--- src/rtl/uart_tx_fifo_if.sv ---
// -----------------------------------------------------------------------------
// uart_tx_fifo_if
// Bus/PHY-side signal bundle of the queued UART transmitter.
//   master : bus agent (drives BusWr/BusData, observes status and the line)
//   slave  : transmitter (consumes writes, drives status and the line)
// Signals:
//   BusWr     write strobe, one push per cycle high
//   BusData   write data, only the low DATA_BITS bits are used
//   BusFull   FIFO full, writes dropped while high
//   BusEmpty  FIFO empty
//   BusLevel  FIFO occupancy, 0..FIFO_DEPTH
//   BusOvf    one-cycle pulse: a write was dropped because the FIFO was full
//   Busy      high while a frame is on the line
//   PhyOut    serial line, idle high
// -----------------------------------------------------------------------------
interface uart_tx_fifo_if #(
    parameter int FIFO_DEPTH = 16
);
    localparam int LVL_W = $clog2(FIFO_DEPTH + 1);

    logic             BusWr;
    logic [31:0]      BusData;
    logic             BusFull;
    logic             BusEmpty;
    logic [LVL_W-1:0] BusLevel;
    logic             BusOvf;
    logic             Busy;
    logic             PhyOut;

    modport master (
        output BusWr, BusData,
        input  BusFull, BusEmpty, BusLevel, BusOvf, Busy, PhyOut
    );

    modport slave (
        input  BusWr, BusData,
        output BusFull, BusEmpty, BusLevel, BusOvf, Busy, PhyOut
    );
endinterface

--- src/rtl/uart_tx_fifo.sv ---
// -----------------------------------------------------------------------------
// uart_tx_fifo
// UART transmitter with a write FIFO. The bus side pushes bytes with
// single-cycle writes; queued bytes are serialised LSB-first as
// START, DATA_BITS data bits, optional parity, STOP_BITS stop bits.
// Consecutive queued frames go out back-to-back with no idle gap.
// Ports:
//   BusClk   bus clock, all logic on posedge
//   BusRstN  asynchronous active-low reset (async assert, sync release)
//   bus      uart_tx_fifo_if.slave: write strobe/data in; full, empty,
//            level, overflow pulse, busy and serial line out
// -----------------------------------------------------------------------------
module uart_tx_fifo #(
    parameter int PRESCALER  = 625,
    parameter int DATA_BITS  = 8,
    parameter int PARITY     = 0,   // 0 none, 1 odd, 2 even
    parameter int STOP_BITS  = 1,
    parameter int FIFO_DEPTH = 16
) (
    input  logic             BusClk,
    input  logic             BusRstN,
    uart_tx_fifo_if.slave    bus
);
    localparam int PTR_W = $clog2(FIFO_DEPTH);
    localparam int LVL_W = $clog2(FIFO_DEPTH + 1);
    localparam int CNT_W = $clog2(PRESCALER);

    // Out-of-range configurations stop elaboration.
    if (PRESCALER < 2 || PRESCALER > 4095) begin : g_bad_prescaler
        $error("uart_tx_fifo: PRESCALER must be 2..4095");
    end
    if (DATA_BITS < 5 || DATA_BITS > 9) begin : g_bad_data_bits
        $error("uart_tx_fifo: DATA_BITS must be 5..9");
    end
    if (PARITY < 0 || PARITY > 2) begin : g_bad_parity
        $error("uart_tx_fifo: PARITY must be 0, 1 or 2");
    end
    if (STOP_BITS < 1 || STOP_BITS > 2) begin : g_bad_stop_bits
        $error("uart_tx_fifo: STOP_BITS must be 1 or 2");
    end
    if (FIFO_DEPTH < 2 || (FIFO_DEPTH & (FIFO_DEPTH - 1)) != 0) begin : g_bad_depth
        $error("uart_tx_fifo: FIFO_DEPTH must be a power of 2, >= 2");
    end

    typedef enum logic [2:0] {
        S_IDLE,
        S_START,
        S_DATA,
        S_PAR,
        S_STOP
    } state_t;

    // ------------------------------------------------------------------ FIFO
    logic [DATA_BITS-1:0] mem [FIFO_DEPTH];
    logic [PTR_W-1:0]     wr_ptr;
    logic [PTR_W-1:0]     rd_ptr;
    logic [LVL_W-1:0]     level;
    logic                 ovf;
    logic                 full;
    logic                 empty;
    logic                 push;
    logic                 pop;
    logic [DATA_BITS-1:0] head;

    assign full  = (level == LVL_W'(FIFO_DEPTH));
    assign empty = (level == '0);
    assign push  = bus.BusWr && !full;
    assign head  = mem[rd_ptr];

    // Bits above DATA_BITS are deliberately ignored.
    logic unused_data;
    assign unused_data = ^bus.BusData;

    // NOTE: the storage array has no reset; its contents are only ever read
    // behind a valid level, so clearing it would buy nothing.
    always_ff @(posedge BusClk) begin
        if (push) begin
            mem[wr_ptr] <= bus.BusData[DATA_BITS-1:0];
        end
    end

    // NOTE: clocked state is always updated with non-blocking assignments so
    // every flop samples the pre-edge value of every other flop.
    always_ff @(posedge BusClk or negedge BusRstN) begin
        if (!BusRstN) begin
            wr_ptr <= '0;
            rd_ptr <= '0;
            level  <= '0;
            ovf    <= 1'b0;
        end else begin
            // Pointers are log2(DEPTH) wide and wrap on their own.
            if (push) wr_ptr <= wr_ptr + 1'b1;
            if (pop)  rd_ptr <= rd_ptr + 1'b1;
            case ({push, pop})
                2'b10:   level <= level + 1'b1;
                2'b01:   level <= level - 1'b1;
                default: level <= level;
            endcase
            ovf <= bus.BusWr && full;
        end
    end

    // ------------------------------------------------------------ serialiser
    state_t               state;
    state_t               state_next;
    logic [CNT_W-1:0]     pcnt;       // cycles within the current bit
    logic [3:0]           bcnt;       // data bits / stop bits sent so far
    logic [DATA_BITS-1:0] shift;
    logic                 par_bit;
    logic                 bit_end;
    logic                 data_last;
    logic                 stop_last;
    logic                 phy;
    logic                 busy;

    assign bit_end   = (pcnt == CNT_W'(PRESCALER - 1));
    assign data_last = (bcnt == 4'(DATA_BITS - 1));
    assign stop_last = (bcnt == 4'(STOP_BITS - 1));

    always_ff @(posedge BusClk or negedge BusRstN) begin
        if (!BusRstN) state <= S_IDLE;
        else          state <= state_next;
    end

    // Next state; the FIFO pop is a transition event, so it lives here too.
    always_comb begin
        // NOTE: defaults first so every path assigns every output and no
        // latch is inferred.
        state_next = state;
        pop        = 1'b0;
        unique case (state)
            S_IDLE: begin
                if (!empty) begin
                    state_next = S_START;
                    pop        = 1'b1;
                end
            end
            S_START: begin
                if (bit_end) state_next = S_DATA;
            end
            S_DATA: begin
                if (bit_end && data_last) state_next = (PARITY != 0) ? S_PAR : S_STOP;
            end
            S_PAR: begin
                if (bit_end) state_next = S_STOP;
            end
            S_STOP: begin
                // Chain straight into the next start bit when data is waiting.
                if (bit_end && stop_last) begin
                    if (!empty) begin
                        state_next = S_START;
                        pop        = 1'b1;
                    end else begin
                        state_next = S_IDLE;
                    end
                end
            end
            default: state_next = S_IDLE;
        endcase
    end

    // Line level and busy follow the current state only.
    always_comb begin
        phy  = 1'b1;
        busy = 1'b1;
        unique case (state)
            S_IDLE:  busy = 1'b0;
            S_START: phy  = 1'b0;
            S_DATA:  phy  = shift[0];
            S_PAR:   phy  = par_bit;
            S_STOP:  phy  = 1'b1;
            default: busy = 1'b0;
        endcase
    end

    always_ff @(posedge BusClk or negedge BusRstN) begin
        if (!BusRstN) begin
            pcnt    <= '0;
            bcnt    <= '0;
            shift   <= '0;
            par_bit <= 1'b0;
        end else begin
            // Every state change happens on bit_end, so the wrap to zero also
            // lines the counter up with the next bit.
            if (state == S_IDLE || bit_end) pcnt <= '0;
            else                            pcnt <= pcnt + 1'b1;

            if (bit_end && state == S_DATA) bcnt <= data_last ? '0 : bcnt + 1'b1;
            if (bit_end && state == S_STOP) bcnt <= stop_last ? '0 : bcnt + 1'b1;

            if (pop) begin
                shift   <= head;
                par_bit <= (PARITY == 2) ? ^head : ~^head;
            end else if (bit_end && state == S_DATA) begin
                shift <= shift >> 1;
            end
        end
    end

    assign bus.BusFull  = full;
    assign bus.BusEmpty = empty;
    assign bus.BusLevel = level;
    assign bus.BusOvf   = ovf;
    assign bus.Busy     = busy;
    assign bus.PhyOut   = phy;
endmodule

--- src/flat_wrapper.sv ---
// flat-port wrapper written by rule: the top's interface ports become plain ports
module uart_tx_fifo_flat 
#(
    parameter int PRESCALER  = 625,
    parameter int DATA_BITS  = 8,
    parameter int PARITY     = 0,                           
    parameter int STOP_BITS  = 1,
    parameter int FIFO_DEPTH = 16
)
  (BusClk, BusRstN, bus_BusWr, bus_BusData, bus_BusFull, bus_BusEmpty, bus_BusLevel, bus_BusOvf, bus_Busy, bus_PhyOut);
  uart_tx_fifo_if #(.FIFO_DEPTH(FIFO_DEPTH)) bus_i ();
  input  logic BusClk;
  input  logic BusRstN;
  input wire logic [$bits(bus_i.BusWr)-1:0] bus_BusWr;
  input wire logic [$bits(bus_i.BusData)-1:0] bus_BusData;
  output wire logic [$bits(bus_i.BusFull)-1:0] bus_BusFull;
  output wire logic [$bits(bus_i.BusEmpty)-1:0] bus_BusEmpty;
  output wire logic [$bits(bus_i.BusLevel)-1:0] bus_BusLevel;
  output wire logic [$bits(bus_i.BusOvf)-1:0] bus_BusOvf;
  output wire logic [$bits(bus_i.Busy)-1:0] bus_Busy;
  output wire logic [$bits(bus_i.PhyOut)-1:0] bus_PhyOut;
  assign bus_i.BusWr = bus_BusWr;
  assign bus_i.BusData = bus_BusData;
  assign bus_BusFull = bus_i.BusFull;
  assign bus_BusEmpty = bus_i.BusEmpty;
  assign bus_BusLevel = bus_i.BusLevel;
  assign bus_BusOvf = bus_i.BusOvf;
  assign bus_Busy = bus_i.Busy;
  assign bus_PhyOut = bus_i.PhyOut;
  uart_tx_fifo #(.PRESCALER(PRESCALER), .DATA_BITS(DATA_BITS), .PARITY(PARITY), .STOP_BITS(STOP_BITS), .FIFO_DEPTH(FIFO_DEPTH)) u_core (.BusClk(BusClk), .BusRstN(BusRstN), .bus(bus_i));
endmodule
--- config.mk ---
export PLATFORM = sky130hd
export DESIGN_NAME = uart_tx_fifo_flat
export DESIGN_NICKNAME = d
export VERILOG_FILES = /design/src/rtl/uart_tx_fifo_if.sv /design/src/rtl/uart_tx_fifo.sv /design/src/flat_wrapper.sv
export SDC_FILE = /design/constraint.sdc
export NUM_CORES = 1
export LEC_CHECK = 0
export ABC_AREA = 1
export BUFFER_PORTS_ARGS = -buffer_cell sky130_fd_sc_hd__buf_2
export CAP_MARGIN = 20
export CORE_UTILIZATION = 60
export CTS_BUF_LIST = sky130_fd_sc_hd__clkbuf_16
export CTS_CLUSTER_DIAMETER = 200
export CTS_CLUSTER_SIZE = 12
export DETAILED_ROUTE_END_ITERATION = 10
export HOLD_SLACK_MARGIN = 0.12
export MAX_ROUTING_LAYER = met4
export PLACE_DENSITY = 0.85
export SLEW_MARGIN = 20
export SYNTH_ARGS = -nofsm -noshare
export SYNTH_HDL_FRONTEND = slang
export SYNTH_SLANG_ARGS = --single-unit
--- constraint.sdc ---
create_clock -name BusClk -period 4.1 [get_ports BusClk]
set_clock_uncertainty 0.05 [all_clocks]
set_input_delay 0.82 -clock BusClk [delete_from_list [all_inputs] [get_ports BusClk]]
set_output_delay 0.82 -clock BusClk [all_outputs]
set_load 0.02 [all_outputs]
Word-level counts from Yosys, hierarchy flattened:

Memories as Yosys holds them, arrays and structs flattened.
Cells that the tools add are included.

* bits in registers: 40
* RAM bits: 128
* bits of input ports: 35
* output and inout bits: 10
* logic and storage cells: 69
* memories kept: 1

* add/subtract/negate cells: 6
* equality and inequality tests: 14
* multiplexer cells: 22
* reduce and logical (&&, ||, !) cells: 17

Memory list
* u_core.mem: depth 16, width 8, rd ports 1, clocked after Yosys merged registers in 0, wr ports 1, RTL line uart_tx_fifo.sv:54 `logic [DATA_BITS-1:0] mem [FIFO_DEPTH];`

Operators with widths (count)
* $mux 4: 4
* $mux 8: 2
* $mux 3: 5
* $pmux 3 s5: 1
* $add 4x1->4 const B: 3
* $add 10x1->10 const B: 1
* $eq 10x10->1 const B: 1
* $mux 10: 1
* $pmux 5 s2: 1
* $ne 2x1->1 const B: 4
* $reduce_xnor 8->1: 1
* $eq 3x2->1 const B: 2
* $logic_and 1x1->1: 6
* $mux 1: 6
* $reduce_bool 2->1: 3
* $add 5x1->5 const B: 1
* $eq 5x5->1 const B: 1
* $logic_not 5->1: 1
* $reduce_and 5->1: 1
* $sub 5x1->5 const B: 1
* $eq 4x3->1 const B: 1
* $logic_not 4->1: 1
* $reduce_or 4->1: 1
* $eq 3x1->1 const B: 1
* 9 further kinds: 9

Longest topological paths before layout:

* depth in word-level cells: 6
* mapped depth: 20
* depth with buffers taken out: 20

Worst setup path after synthesis:

OpenSTA, ideal clock, no wires.

* path kind: register -> register
* start point: register u_core.level[0], in the netlist u_core.bus.BusLevel[0]
* end point: register u_core.level[4], in the netlist u_core.bus.BusLevel[4]
* library setup time: 131 ps
* arrival time: 2849 ps
* setup slack: 1070 ps
* cell stages (with the launch flop): 19
* buffers on the path: 0
* period minus slack after synthesis: 3030 ps
* cell sequence: dfrtp_1 -> nor2_1 -> nand3_1 -> nor2_1 -> nand2_1 -> nand2_1 -> nor2_2 -> nand2_2 -> inv_2 -> ha_1 -> xor2_1 -> ha_1 -> a21oi_1 -> o21ai_0 -> a21oi_1 -> inv_1 -> a21oi_1 -> o21ai_0 -> xor2_1

* longest elaborated chain between the ends: 6

RTL lines
* start, declared: RTL line uart_tx_fifo.sv:57 `logic [LVL_W-1:0] level;`
* start signal, assigned: RTL line uart_tx_fifo.sv:95 `2'b10: level <= level + 1'b1;`
* start signal, assigned: RTL line uart_tx_fifo.sv:96 `2'b01: level <= level - 1'b1;`
* start signal, assigned: RTL line uart_tx_fifo.sv:97 `default: level <= level;`
* $logic_not 5->1 *: RTL line uart_tx_fifo.sv:66 `assign empty = (level == '0);`
* via bus_BusEmpty: RTL line flat_wrapper.sv:17 `output wire logic [$bits(bus_i.BusEmpty)-1:0] bus_BusEmpty;`
* $mux 1 *: RTL line uart_tx_fifo.sv:133, uart_tx_fifo.sv:150
* $mux 1: RTL line uart_tx_fifo.sv:149 `if (bit_end && stop_last) begin`
* $pmux 1 s2 *: RTL line uart_tx_fifo.sv:131 `unique case (state)`
* $eq 2x1->1 / $eq 2x2->1 (equally long branches): RTL line uart_tx_fifo.sv:94 `case ({push, pop})`
* $pmux 5 s2 / $reduce_bool 2->1 (equally long branches)

The timed path passes the listed nets; every way through them passes the cells marked *.
A chain may end at the register's enable or synchronous reset.

Final worst setup path:

* start point: register u_core.pcnt[0]
* end point: register u_core.level[4], in the netlist u_core.bus.BusLevel[4]

* longest elaborated chain between the ends: 6

RTL lines
* start, declared: RTL line uart_tx_fifo.sv:106 `logic [CNT_W-1:0] pcnt;`
* start signal, assigned: RTL line uart_tx_fifo.sv:186 `else pcnt <= pcnt + 1'b1;`
* $eq 10x10->1 *: RTL line uart_tx_fifo.sv:116 `assign bit_end = (pcnt == CNT_W'(PRESCALER - 1));`
* $logic_and 1x1->1 *: RTL line uart_tx_fifo.sv:149
* $mux 1 *: RTL line uart_tx_fifo.sv:149
* $pmux 1 s2 *: RTL line uart_tx_fifo.sv:131
* $eq 2x1->1 / $eq 2x2->1 (equally long branches): RTL line uart_tx_fifo.sv:94
* $pmux 5 s2 / $reduce_bool 2->1 (equally long branches)

Every way passes the cells marked *; elsewhere a longest branch is shown, timed or not.

==> key figures <==
Synth
  – Post-Syn Instances: 782
  – Post-synth top area share: 50.3%
  – Largest area contributor in the netlist: edfxtp_1
  – Post-synthesis net count: 830
  – Number of library cell types mapped by synthesis: 30
  – Cell area after synthesis: 0.00764 mm2
  – Post-synthesis sequential area ratio: 63.4%
  – Top cells by area, synth: edfxtp_1, dfrtp_1, nand2_1
  – #FFs+latches synth: 168
  – YS warnings: 0
  – Syn avg cell area: 9.77 um2

Clock tree
  – CTS tree: yes
  – Post-CTS Setup Inserts: 0
  – Post-cts resize count: 0
  – Hold_buf cts: 0
  – H-tree depth: 4
  – Worst-path clk slew: 0.06 ns
  – Clock net sink count: 168
  – Worst-Skew Late Latency: 0.43 ns
  – CTS Buffer Depth: 2
  – Root Driver: clkbuf_16
  – CTS buffer count: 17

Placed design
  – Placed Cells: 947
  – RD Place Congestion: 0.890
  – PortBufs: 20
  – DP HPWL: 9850 um

Setup path
  – Worst EP arrival: 3.78 ns
  – Reg-to-reg startpoint: u_core.pcnt[0]
  – Crit path kind: flip-flop to flip-flop
  – Cells on worst reg2reg path: 20
  – Critical R2R Capture: u_core.bus.BusLevel[4]
  – Crit start category: flip-flop
  – Worst R2R Setup Slack: 0.57 ns
  – CP endpoint kind: flip-flop
  – Largest fanout on the critical path: 19
  – Required time worst endpoint: 4.35 ns

Floorplan
  – Die H: 115 um
  – Die width: 115 um
  – Core Area: 0.0122 mm2
  – Top-Level Pins: 45
  – Starting Density: 62.6%
  – FP Rows: 40
  – Die Area: 0.0132 mm2

Layout
  – Reg area: 0.00485 mm2
  – Area occupied by multi-input gates: 0.00228 mm2
  – Most frequent cells in the layout: nand2_1, edfxtp_1, inv_1
  – Final #Nets: 846
  – Layout cells sized above 1: 7.27%
  – Most common cell after layout, fill and taps aside: nand2_1
  – Syn-to-layout area delta: 9.28%
  – Number of inserted diodes: 0
  – Fin util: 68.4%
  – Finished Layout Cells: 979
  – # fillers: 864

Flow run
  – Max_cap viols: 0

Route
  – Drt first pass iters: 6
  – Routed len/inst: 16.5 um
  – Final ANT Viol Nets: 0
  – Final WL: 16100 um
  – DRC viols: 0
  – Routed vias: 5427
  – 1st-iter DRT viols: 504
  – Via density: 5.54

Power and ir drop
  – Pwr per Cell Area: 482 mW/mm2
  – Total power: 4.02 mW
  – Combinational fraction of design power: 11.6%
  – Clk pwr share: 36.5%
  – Sw power: 1.06 mW
  – Static leakage: 3.59 nW
  – Sw frac: 26.3%
  – Power share of the sequential group: 51.8%
  – Maximum vdd drop: 378 uV
  – Internal: 2.96 mW

Timing
  – Final hold violation count: 0
  – Tightest Pin Transition: 0.934 ns
  – Pins Over Slew Limit: 0
  – Slew HR: 37.7%
  – Setup TNS: 0 ns
  – Hold_ws: 0.464 ns
  – Fmax: 0.284 GHz
  – Tcrit/Tclk final: 86.0%
  – RSZ-0062 raised after global routing: no
  – Minimum clock period: 3.53 ns
  – Final setup viols: 0

Global route
  – Initial antenna violation count: 0
  – Global route overflow: 0
  – Vias in the first global route: 5334
  – Total track usage: 27.5%
  – Largest net degree at the start of global routing: 74
  – First-pass GRT wire length: 25800 um

Min path
  – Worst Hold Path EP: u_core.par_bit
  – Worst hold path class: flip-flop to flip-flop
  – Hold path depth: 2
  – HP Start: u_core.par_bit

Run status
  – Status: complete, no violations
## final cells by class
type / count / area share (%)
sequential: 168 / 58.0
multi-input combinational: 492 / 27.3
clock buffer: 17 / 5.09
inverter: 97 / 4.39
tap: 168 / 2.52
timing repair buffer: 22 / 1.38
clock inverter: 15 / 1.32
## power by group through the flow
stage / registers [mW] / clock network [mW] / logic, mW
6_report: 2.09 / 1.47 / 0.468
5_1_grt: 2.10 / 1.54 / 0.522
4_1_cts: 2.08 / 1.48 / 0.466
3_5_place_dp: 2.12 / 0 / 0.461
3_3_place_gp: 2.11 / 0 / 0.433
2_1_floorplan: 2.13 / 0 / 0.284
## state kept, by name (all words and copies together) (netlist names)
name	count
u_core.rd_ptr	4
u_core.par_bit	1
u_core.mem	128
u_core.state	3
u_core.bcnt	4
u_core.wr_ptr	4
u_core.pcnt	10
u_core.bus.BusOvf	1
u_core.bus.BusLevel	5
u_core.shift	8
## critical path, stage by stage (launching register included)
cell and delay, ns:
dfrtp_1 0.42, inv_1 0.07, ha_1 0.15, nand2_1 0.06, nor2_1 0.14, nand3_1 0.16, nor2_1 0.17, nor2_1 0.07
nor2_2 0.16, nand2_2 0.22, inv_2 0.20, ha_1 0.29, xor2_1 0.15, ha_1 0.20, a21oi_1 0.22, o21ai_0 0.13
a21oi_1 0.13, inv_1 0.06, a21oi_1 0.11, o21ai_0 0.11, xor2_1 0.15
## synth_stat cells (all sizes together)
cell type  instances
clkinv             2
nand2            229
edfxtp           128
o211ai             6
a21oi             12
xnor2              3
o22ai              1
or2                4
nand3             82
inv               95
buf               21
ha                13
o21ai             48
clkbuf             4
nor3               7
nand4              3
xor2               9
nor3b              5
dfrtp             40
nor2              70
## worst max-delay path by stage
| stage | depth (start not counted) | slack, ns | from | endpoint |
|---|---|---|---|---|
| 4_1_cts | 20 | 0.60 | u_core.pcnt[0] | u_core.bus.BusLevel[4] |
| 3_3_place_gp | 20 | 0.80 | u_core.pcnt[0] | u_core.bus.BusLevel[4] |
| 6_report | 20 | 0.57 | u_core.pcnt[0] | u_core.bus.BusLevel[4] |
| 5_1_grt | 20 | 0.26 | u_core.pcnt[0] | u_core.bus.BusLevel[4] |
| 3_5_place_dp | 20 | 0.63 | u_core.pcnt[0] | u_core.bus.BusLevel[4] |
| 2_1_floorplan | 18 | 1.07 | u_core.bus.BusLevel[0] | u_core.bus.BusLevel[4] |
## logic make-up (layout without fill, tap and decap cells)
| group | count (synthesis) | after routing | share of synthesized area, % |
|---|---|---|---|
| AND/OR/NAND/NOR | 400 | 400 | 21.7 |
| buffers and inverters | 122 | 151 | 6.79 |
| flip-flops | 168 | 168 | 63.4 |
| AO/OA/AOI/OAI | 67 | 67 | 4.60 |
| adder cells (fa/ha/maj) | 13 | 13 | 2.13 |
| XOR/XNOR | 12 | 12 | 1.38 |
## per-stage QoR
stage               area [um2]  setup WS, ns
finish                    8350         0.573
floorplan                 7640          1.07
global route              8350         0.259
CTS                       8350         0.600
detailed placement        7820         0.631
global placement          7820         0.795
## per-layer routing
metal,vias up,routed length [um],GRT usage (%)
li1,2598,-,-
met1,2589,6320,31.6
met2,203,8380,46.1
met3,37,1010,6.64
met4,0,418,12.2
met5,-,0,-
No activity file was read; power rests on OpenSTA's default activity.
